## config.mk

```make
export PLATFORM = sky130hd
export DESIGN_NAME = alu_serial_engine
export DESIGN_NICKNAME = d
export VERILOG_FILES = /design/src/rtl/alu_pkg.sv /design/src/rtl/alu_cell.sv /design/src/rtl/alu_slice.sv /design/src/rtl/alu_serial_engine.sv
export SDC_FILE = /design/constraint.sdc
export NUM_CORES = 1
export LEC_CHECK = 0
export CORE_MARGIN = 4
export CORE_UTILIZATION = 54
export DETAILED_ROUTE_END_ITERATION = 6
export PLACE_DENSITY = 0.81
export REMOVE_ABC_BUFFERS = 1
export SYNTH_ARGS = -nofsm -noshare
export SYNTH_HDL_FRONTEND = slang
export SYNTH_SLANG_ARGS = --single-unit
export TNS_END_PERCENT = 10
```

## constraint.sdc

```tcl
create_clock -name clk -period 4.3 [get_ports clk]
set_input_delay 1.075 -clock clk [delete_from_list [all_inputs] [get_ports clk]]
set_output_delay 1.075 -clock clk [all_outputs]
set_load 0.02 [all_outputs]
```

## src/rtl/alu_pkg.sv

```systemverilog
// Shared opcode and state definitions for the slice-serial ALU engine.
package alu_pkg;

  typedef enum logic [2:0] {
    OP_XOR  = 3'b000,
    OP_XNOR = 3'b001,
    OP_ADD  = 3'b010,
    OP_SUB  = 3'b011,
    OP_OR   = 3'b100,
    OP_NOR  = 3'b101,
    OP_AND  = 3'b110,
    OP_SLT  = 3'b111
  } alu_op_e;

  typedef enum logic [1:0] {
    IDLE = 2'd0,
    RUN  = 2'd1,
    DONE = 2'd2
  } state_e;

  // Only add, sub and the 111 code carry between bit positions.
  function automatic logic uses_carry(input logic [2:0] s);
    return (s == OP_ADD) || (s == OP_SUB) || (s == OP_SLT);
  endfunction

endpackage

```

## src/rtl/alu_cell.sv

```systemverilog
// One-bit ALU cell: result bit d plus generate/propagate for the external carry chain.
module alu_cell
  import alu_pkg::*;
(
  input  logic [2:0] s,
  input  logic       a,
  input  logic       b,
  input  logic       c,
  output logic       d,
  output logic       g,
  output logic       p
);

  logic bint;
  logic cint;

  always_comb begin
    bint = b ^ s[0];
    cint = uses_carry(s) & c;
    g    = a & bint;
    p    = a | bint;
    unique case (s)
      3'b000, 3'b001: d = a ^ bint;
      3'b100:         d = a | b;
      3'b101:         d = ~(a | b);
      3'b110:         d = a & b;
      default:        d = a ^ bint ^ cint;
    endcase
  end

endmodule

```

## src/rtl/alu_slice.sv

```systemverilog
// SLICE-bit group of alu_cells with an internal ripple carry chain.
module alu_slice
  import alu_pkg::*;
#(
  parameter int SLICE = 8
) (
  input  logic [2:0]       s,
  input  logic [SLICE-1:0] a,
  input  logic [SLICE-1:0] b,
  input  logic             cin,
  output logic [SLICE-1:0] d,
  output logic             cout,
  output logic             cmsb
);

  logic [SLICE:0]   c;
  logic [SLICE-1:0] g;
  logic [SLICE-1:0] p;
  logic             carry_en;

  assign carry_en = uses_carry(s);
  assign c[0]     = cin;

  for (genvar gi = 0; gi < SLICE; gi++) begin : g_cell
    alu_cell u_cell (
      .s(s),
      .a(a[gi]),
      .b(b[gi]),
      .c(c[gi]),
      .d(d[gi]),
      .g(g[gi]),
      .p(p[gi])
    );
    assign c[gi+1] = g[gi] | (p[gi] & c[gi] & carry_en);
  end

  assign cout = c[SLICE];
  assign cmsb = c[SLICE-1];

endmodule

```

## src/rtl/alu_serial_engine.sv

```systemverilog
// Slice-serial ALU: one SLICE-bit slice per cycle, carry closed through a register.
// Define ALU_SLT_EN to make op 111 a signed set-less-than; otherwise it returns zero.
module alu_serial_engine
  import alu_pkg::*;
#(
  parameter int WIDTH = 32,
  parameter int SLICE = 8
) (
  input  logic             clk,
  input  logic             rst,
  input  logic             in_valid,
  output logic             in_ready,
  input  logic [2:0]       op,
  input  logic [WIDTH-1:0] a,
  input  logic [WIDTH-1:0] b,
  output logic             out_valid,
  input  logic             out_ready,
  output logic [WIDTH-1:0] result,
  output logic             zero,
  output logic             carry,
  output logic             ovf
);

  localparam int NSLICE = WIDTH / SLICE;
  localparam int IW     = (NSLICE > 1) ? $clog2(NSLICE) : 1;

  if (WIDTH % SLICE != 0) begin : g_width_check
    $error("alu_serial_engine: WIDTH must be a multiple of SLICE");
  end

  state_e           state_q, state_d;
  logic [IW-1:0]    idx_q, idx_d;
  logic [2:0]       op_q, op_d;
  logic [WIDTH-1:0] a_q, a_d, b_q, b_d, acc_q, acc_d, result_q, result_d;
  logic             cy_q, cy_d, zero_q, zero_d, carry_q, carry_d, ovf_q, ovf_d;

  logic [SLICE-1:0] a_slice, b_slice, d_slice;
  logic             slice_cout, slice_cmsb;
  logic [WIDTH-1:0] full, final_r;
  logic             flag_c, flag_v, last;

  always_comb begin
    a_slice = a_q[int'(idx_q)*SLICE +: SLICE];
    b_slice = b_q[int'(idx_q)*SLICE +: SLICE];
  end

  alu_slice #(.SLICE(SLICE)) u_slice (
    .s(op_q),
    .a(a_slice),
    .b(b_slice),
    .cin(cy_q),
    .d(d_slice),
    .cout(slice_cout),
    .cmsb(slice_cmsb)
  );

  always_comb begin
    state_d  = state_q;
    idx_d    = idx_q;
    op_d     = op_q;
    a_d      = a_q;
    b_d      = b_q;
    acc_d    = acc_q;
    cy_d     = cy_q;
    result_d = result_q;
    zero_d   = zero_q;
    carry_d  = carry_q;
    ovf_d    = ovf_q;

    full = acc_q;
    full[int'(idx_q)*SLICE +: SLICE] = d_slice;
    last    = (int'(idx_q) == NSLICE - 1);
    final_r = full;
    flag_c  = 1'b0;
    flag_v  = 1'b0;
    if (uses_carry(op_q)) begin
      flag_c = slice_cout;
      flag_v = slice_cmsb ^ slice_cout;
    end
    // Op 111 still runs the subtract chain so latency does not depend on the build.
    if (op_q == OP_SLT) begin
`ifdef ALU_SLT_EN
      final_r = {{(WIDTH-1){1'b0}}, full[WIDTH-1] ^ flag_v};
`else
      final_r = '0;
      flag_c  = 1'b0;
      flag_v  = 1'b0;
`endif
    end

    unique case (state_q)
      IDLE: begin
        if (in_valid) begin
          state_d = RUN;
          idx_d   = '0;
          op_d    = op;
          a_d     = a;
          b_d     = b;
          cy_d    = op[0];
        end
      end
      RUN: begin
        acc_d = full;
        cy_d  = slice_cout;
        idx_d = idx_q + 1'b1;
        if (last) begin
          state_d  = DONE;
          result_d = final_r;
          zero_d   = (final_r == '0);
          carry_d  = flag_c;
          ovf_d    = flag_v;
        end
      end
      DONE: begin
        if (out_ready) state_d = IDLE;
      end
      default: state_d = IDLE;
    endcase
  end

  always_ff @(posedge clk) begin
    if (rst) begin
      state_q  <= IDLE;
      idx_q    <= '0;
      op_q     <= '0;
      a_q      <= '0;
      b_q      <= '0;
      acc_q    <= '0;
      cy_q     <= 1'b0;
      result_q <= '0;
      zero_q   <= 1'b0;
      carry_q  <= 1'b0;
      ovf_q    <= 1'b0;
    end else begin
      state_q  <= state_d;
      idx_q    <= idx_d;
      op_q     <= op_d;
      a_q      <= a_d;
      b_q      <= b_d;
      acc_q    <= acc_d;
      cy_q     <= cy_d;
      result_q <= result_d;
      zero_q   <= zero_d;
      carry_q  <= carry_d;
      ovf_q    <= ovf_d;
    end
  end

  assign in_ready  = (state_q == IDLE);
  assign out_valid = (state_q == DONE);
  assign result    = result_q;
  assign zero      = zero_q;
  assign carry     = carry_q;
  assign ovf       = ovf_q;

endmodule

```

==> results by group <==
Critical path
  • CP Capture Type: flop
  • CP cell instances: buf_4 > buf_4 > mux4_1 > ha_1 > or3_1 > o211ai_1 > or3_1 > mux2i_1 > o41a_1 > o41ai_1 > a32o_1
  • Worst-path maximum fanout: 13
  • WS Path Type: flop to flop
  • Reg-to-reg setup timing slack: 0.31 ns
  • RR Endpoint: zero
  • Worst flop-to-flop path startpoint: idx_q[0]
  • Crit-path slowest cell: mux4_1
  • R2R depth: 11
  • Data arrival, critical path: 4.36 ns
  • CP peak stage delay: 0.65 ns
  • CP Data Required Time: between 4 and 5 ns
  • Worst Setup SP: idx_q[0]
  • Startpoint class of the critical path: flop
  • CP endpoint: zero

Route
  • Drc violations: 0
  • Via/cell ratio: 5.81
  • DRT antenna net count: 0
  • Iter 0 DRT Violations: 522
  • Vias: 6,166
  • Drt wl/cell: 16.4 µm
  • Routed wire length: 17,400 µm
  • TritonRoute pass-1 iters: 5

Logic synthesis
  • Post-synthesis cell area: approximately 6700 µm²
  • Post-synth EDFFs: 0
  • Synth unique cells: 55
  • Post-synth top area cell: dfxtp_1
  • Synth Area per Inst: 8.17 µm²
  • Async set-or-reset flop fraction in the synthesized netlist: 0%
  • Largest cells by area after synthesis: dfxtp_1 42%, nand2_1 9.4%, a21oi_1 6.9%, nor2_1 5.5%, ha_1 4.1%
  • #FFs+latches synth: 139
  • Post-synthesis cell count: 814
  • Top_reg_cell synth: dfxtp_1
  • Sequential share of the synthesized area: 41.8%
  • Number of synthesis warnings: 0
  • Share of the synthesized area in the top cell type: between 40% and 50%

Flow run
  • Max-cap violations: 0

Clock network
  • Worst-Skew Late Latency: 0.42 ns
  • Inserted Clock Buffers: 17
  • Hold-fix buffers, CTS: 0
  • H-tree lvl count: 4
  • Sink Count: 139
  • CTS Buffer Depth: 2
  • CTS tree: built
  • CTS resizes: 0
  • Post-CTS setup buffers: 0
  • Clock slew at reported path FFs: 0.06 ns
  • Clk root buf: clkbuf_16

GRT
  • GRT Total Usage: 25.1%
  • Largest net degree at the start of global routing: 73
  • Vias in the first global route: 6,199
  • Initial antenna violation count: 0
  • First-pass GRT wire length: between 20,000 and 30,000 µm
  • Global route total overflow: 0

Timing
  • Final Skew: approximately 0.0069 ns
  • Fin crit period: 3.99 ns
  • Period utilisation layout: 92.8%
  • Slew at the pin closest to its max-slew limit: 1.10 ns
  • Fmax: 251 MHz
  • Endpoints failing hold: 0
  • Max-slew headroom: between 20% and 30%
  • Hold slack: 0.450 ns
  • PnR worst setup slack: 0.311 ns
  • Max Slew Vio Count: 0
  • RSZ-0062 raised after global routing: no
  • Final setup violation count: 0
  • Setup_tns: 0 ns

Die
  • I/O pin count: 108
  • Die width: roughly 120 µm
  • Die Area: 14,200 µm²
  • Core area: about 12,000 µm²
  • FP Rows: 40
  • Initial core utilization: 55.4%
  • Die height: approximately 120 µm

Place
  • Final HPWL DP: 12,300 µm
  • Input/output buffers: between 100 and 150
  • RePlAce Congestion: approximately 0.9
  • Dpl ws: 0.311 ns

Layout
  • Layout cell share with drive strength beyond 1: between 6 and 7%
  • # diodes: 0
  • Fillcell total: 969
  • Layout Nets: 994
  • Commonest non-fill, non-tap cell in the layout: nand2_1
  • Most frequent cells in the layout: 165 x nand2_1, 139 x dfxtp_1, 106 x clkdlybuf4s50_1, 97 x nor2_1, 92 x a21oi_1
  • Area growth syn-to-layout: 26.4%

Power
  • Total Power: 3380 µW
  • Worst VDD drop: 0.000254 V
  • Pwr/cell area: approximately 400 nW/µm²
  • Leak: 0.00322 µW

Run status
  • Status: finished clean

Worst hold path
  • Worst hold path type: flop to flop
==> state kept, by name, indices dropped and copies added (netlist names), 2 cells and up <==
name / cells
result: 32
acc_q: 32
op_q: 3
a_q: 32
b_q: 32
idx_q: 2
state_q: 2
==> kinds of logic (layout without fill, tap and decap cells) <==
family | Yosys count | after routing | share of synthesized area [%]
and+or+nand+nor | 335 | 335 | 20.9
AOI/OAI and AO/OA | 204 | 204 | 19.7
DFF | 139 | 139 | 41.8
buffers and inverters | 79 | 179 | 4.83
adders and majority gates | 25 | 25 | 4.63
muxes | 19 | 19 | 6.34
xor gates and xnor gates | 13 | 13 | 1.71
==> worst min path at each step <==
| stage | from | endpoint | slack, ns | depth (start not counted) |
|---|---|---|---|---|
| 2_1_floorplan | a_q[10] | a_q[10] | 0.43 | 2 |
| 3_3_place_gp | result[14] | result[14] | 0.44 | 2 |
| 3_5_place_dp | b_q[21] | b_q[21] | 0.44 | 2 |
| 4_1_cts | b_q[21] | b_q[21] | 0.45 | 2 |
| 5_1_grt | a_q[17] | a_q[17] | 0.47 | 2 |
| 6_report | result[30] | result[30] | 0.45 | 2 |
==> power breakdown <==
part	total, µW	internal [µW]	switching, µW	leakage [µW]
registers	1370	1340	31.9	0.00113
clock network	1480	955	524	0.000291
logic	530	215	315	0.00180
==> cell usage after synthesis, types with 2 or more instances <==
cell	n
a211oi_1	3
a21oi_1	92
a221oi_1	25
a22oi_1	30
a31oi_1	4
a41oi_1	2
and2_1	2
and3_1	3
buf_1	4
buf_2	5
buf_6	2
clkbuf_1	41
dfxtp_1	139
ha_1	22
inv_1	26
maj3_2	2
mux2i_1	2
mux4_1	8
mux4_2	8
nand2_1	166
nand2b_1	5
nand3_1	6
nor2_1	97
nor2b_1	12
nor3_1	34
nor4_1	3
o211a_1	3
o211ai_1	3
o21ai_0	23
o22ai_1	2
o41ai_1	2
or3_1	3
or4_1	2
xnor2_1	2
xor2_1	11
==> worst max-delay path, delay by kind of cell (launching register included) <==
family,cells,cell delay (ns)
AO/OA/AOI/OAI,4,1.39
multiplexers,2,0.75
AND/OR/NAND/NOR,2,0.63
buffers and inverters,2,0.50
flip-flops,1,0.39
adder cells (fa/ha/maj),1,0.27
==> final cells by class <==
cell class | instances | area, µm² | area share, %
flip-flops and latches | 139 | 2780 | 33.1
well taps | 147 | 184 | 2.19
repair buffers | 121 | 1190 | 14.1
inverters | 26 | 97.6 | 1.16
multi-input cells | 596 | 3560 | 42.3
clock inverters | 7 | 113 | 1.34
clock buffers | 25 | 485 | 5.78
==> routing by layer <==
layer,global-route usage [%],up-vias,routed length (µm)
li1,-,3026,-
met1,32.0,2898,7440
met2,42.4,207,8560
met3,4.70,35,991
met4,9.34,0,416
met5,0,-,0
==> metrics by stage <==
stage,util [%],std cells,area (µm²)
6_report,70.0,1061,8410
5_1_grt,70.0,1061,8410
4_1_cts,69.9,1061,8400
3_5_place_dp,64.9,1029,7800
3_3_place_gp,64.9,1029,7800
2_1_floorplan,-,761,6430
No activity file was read; power rests on OpenSTA's default activity.
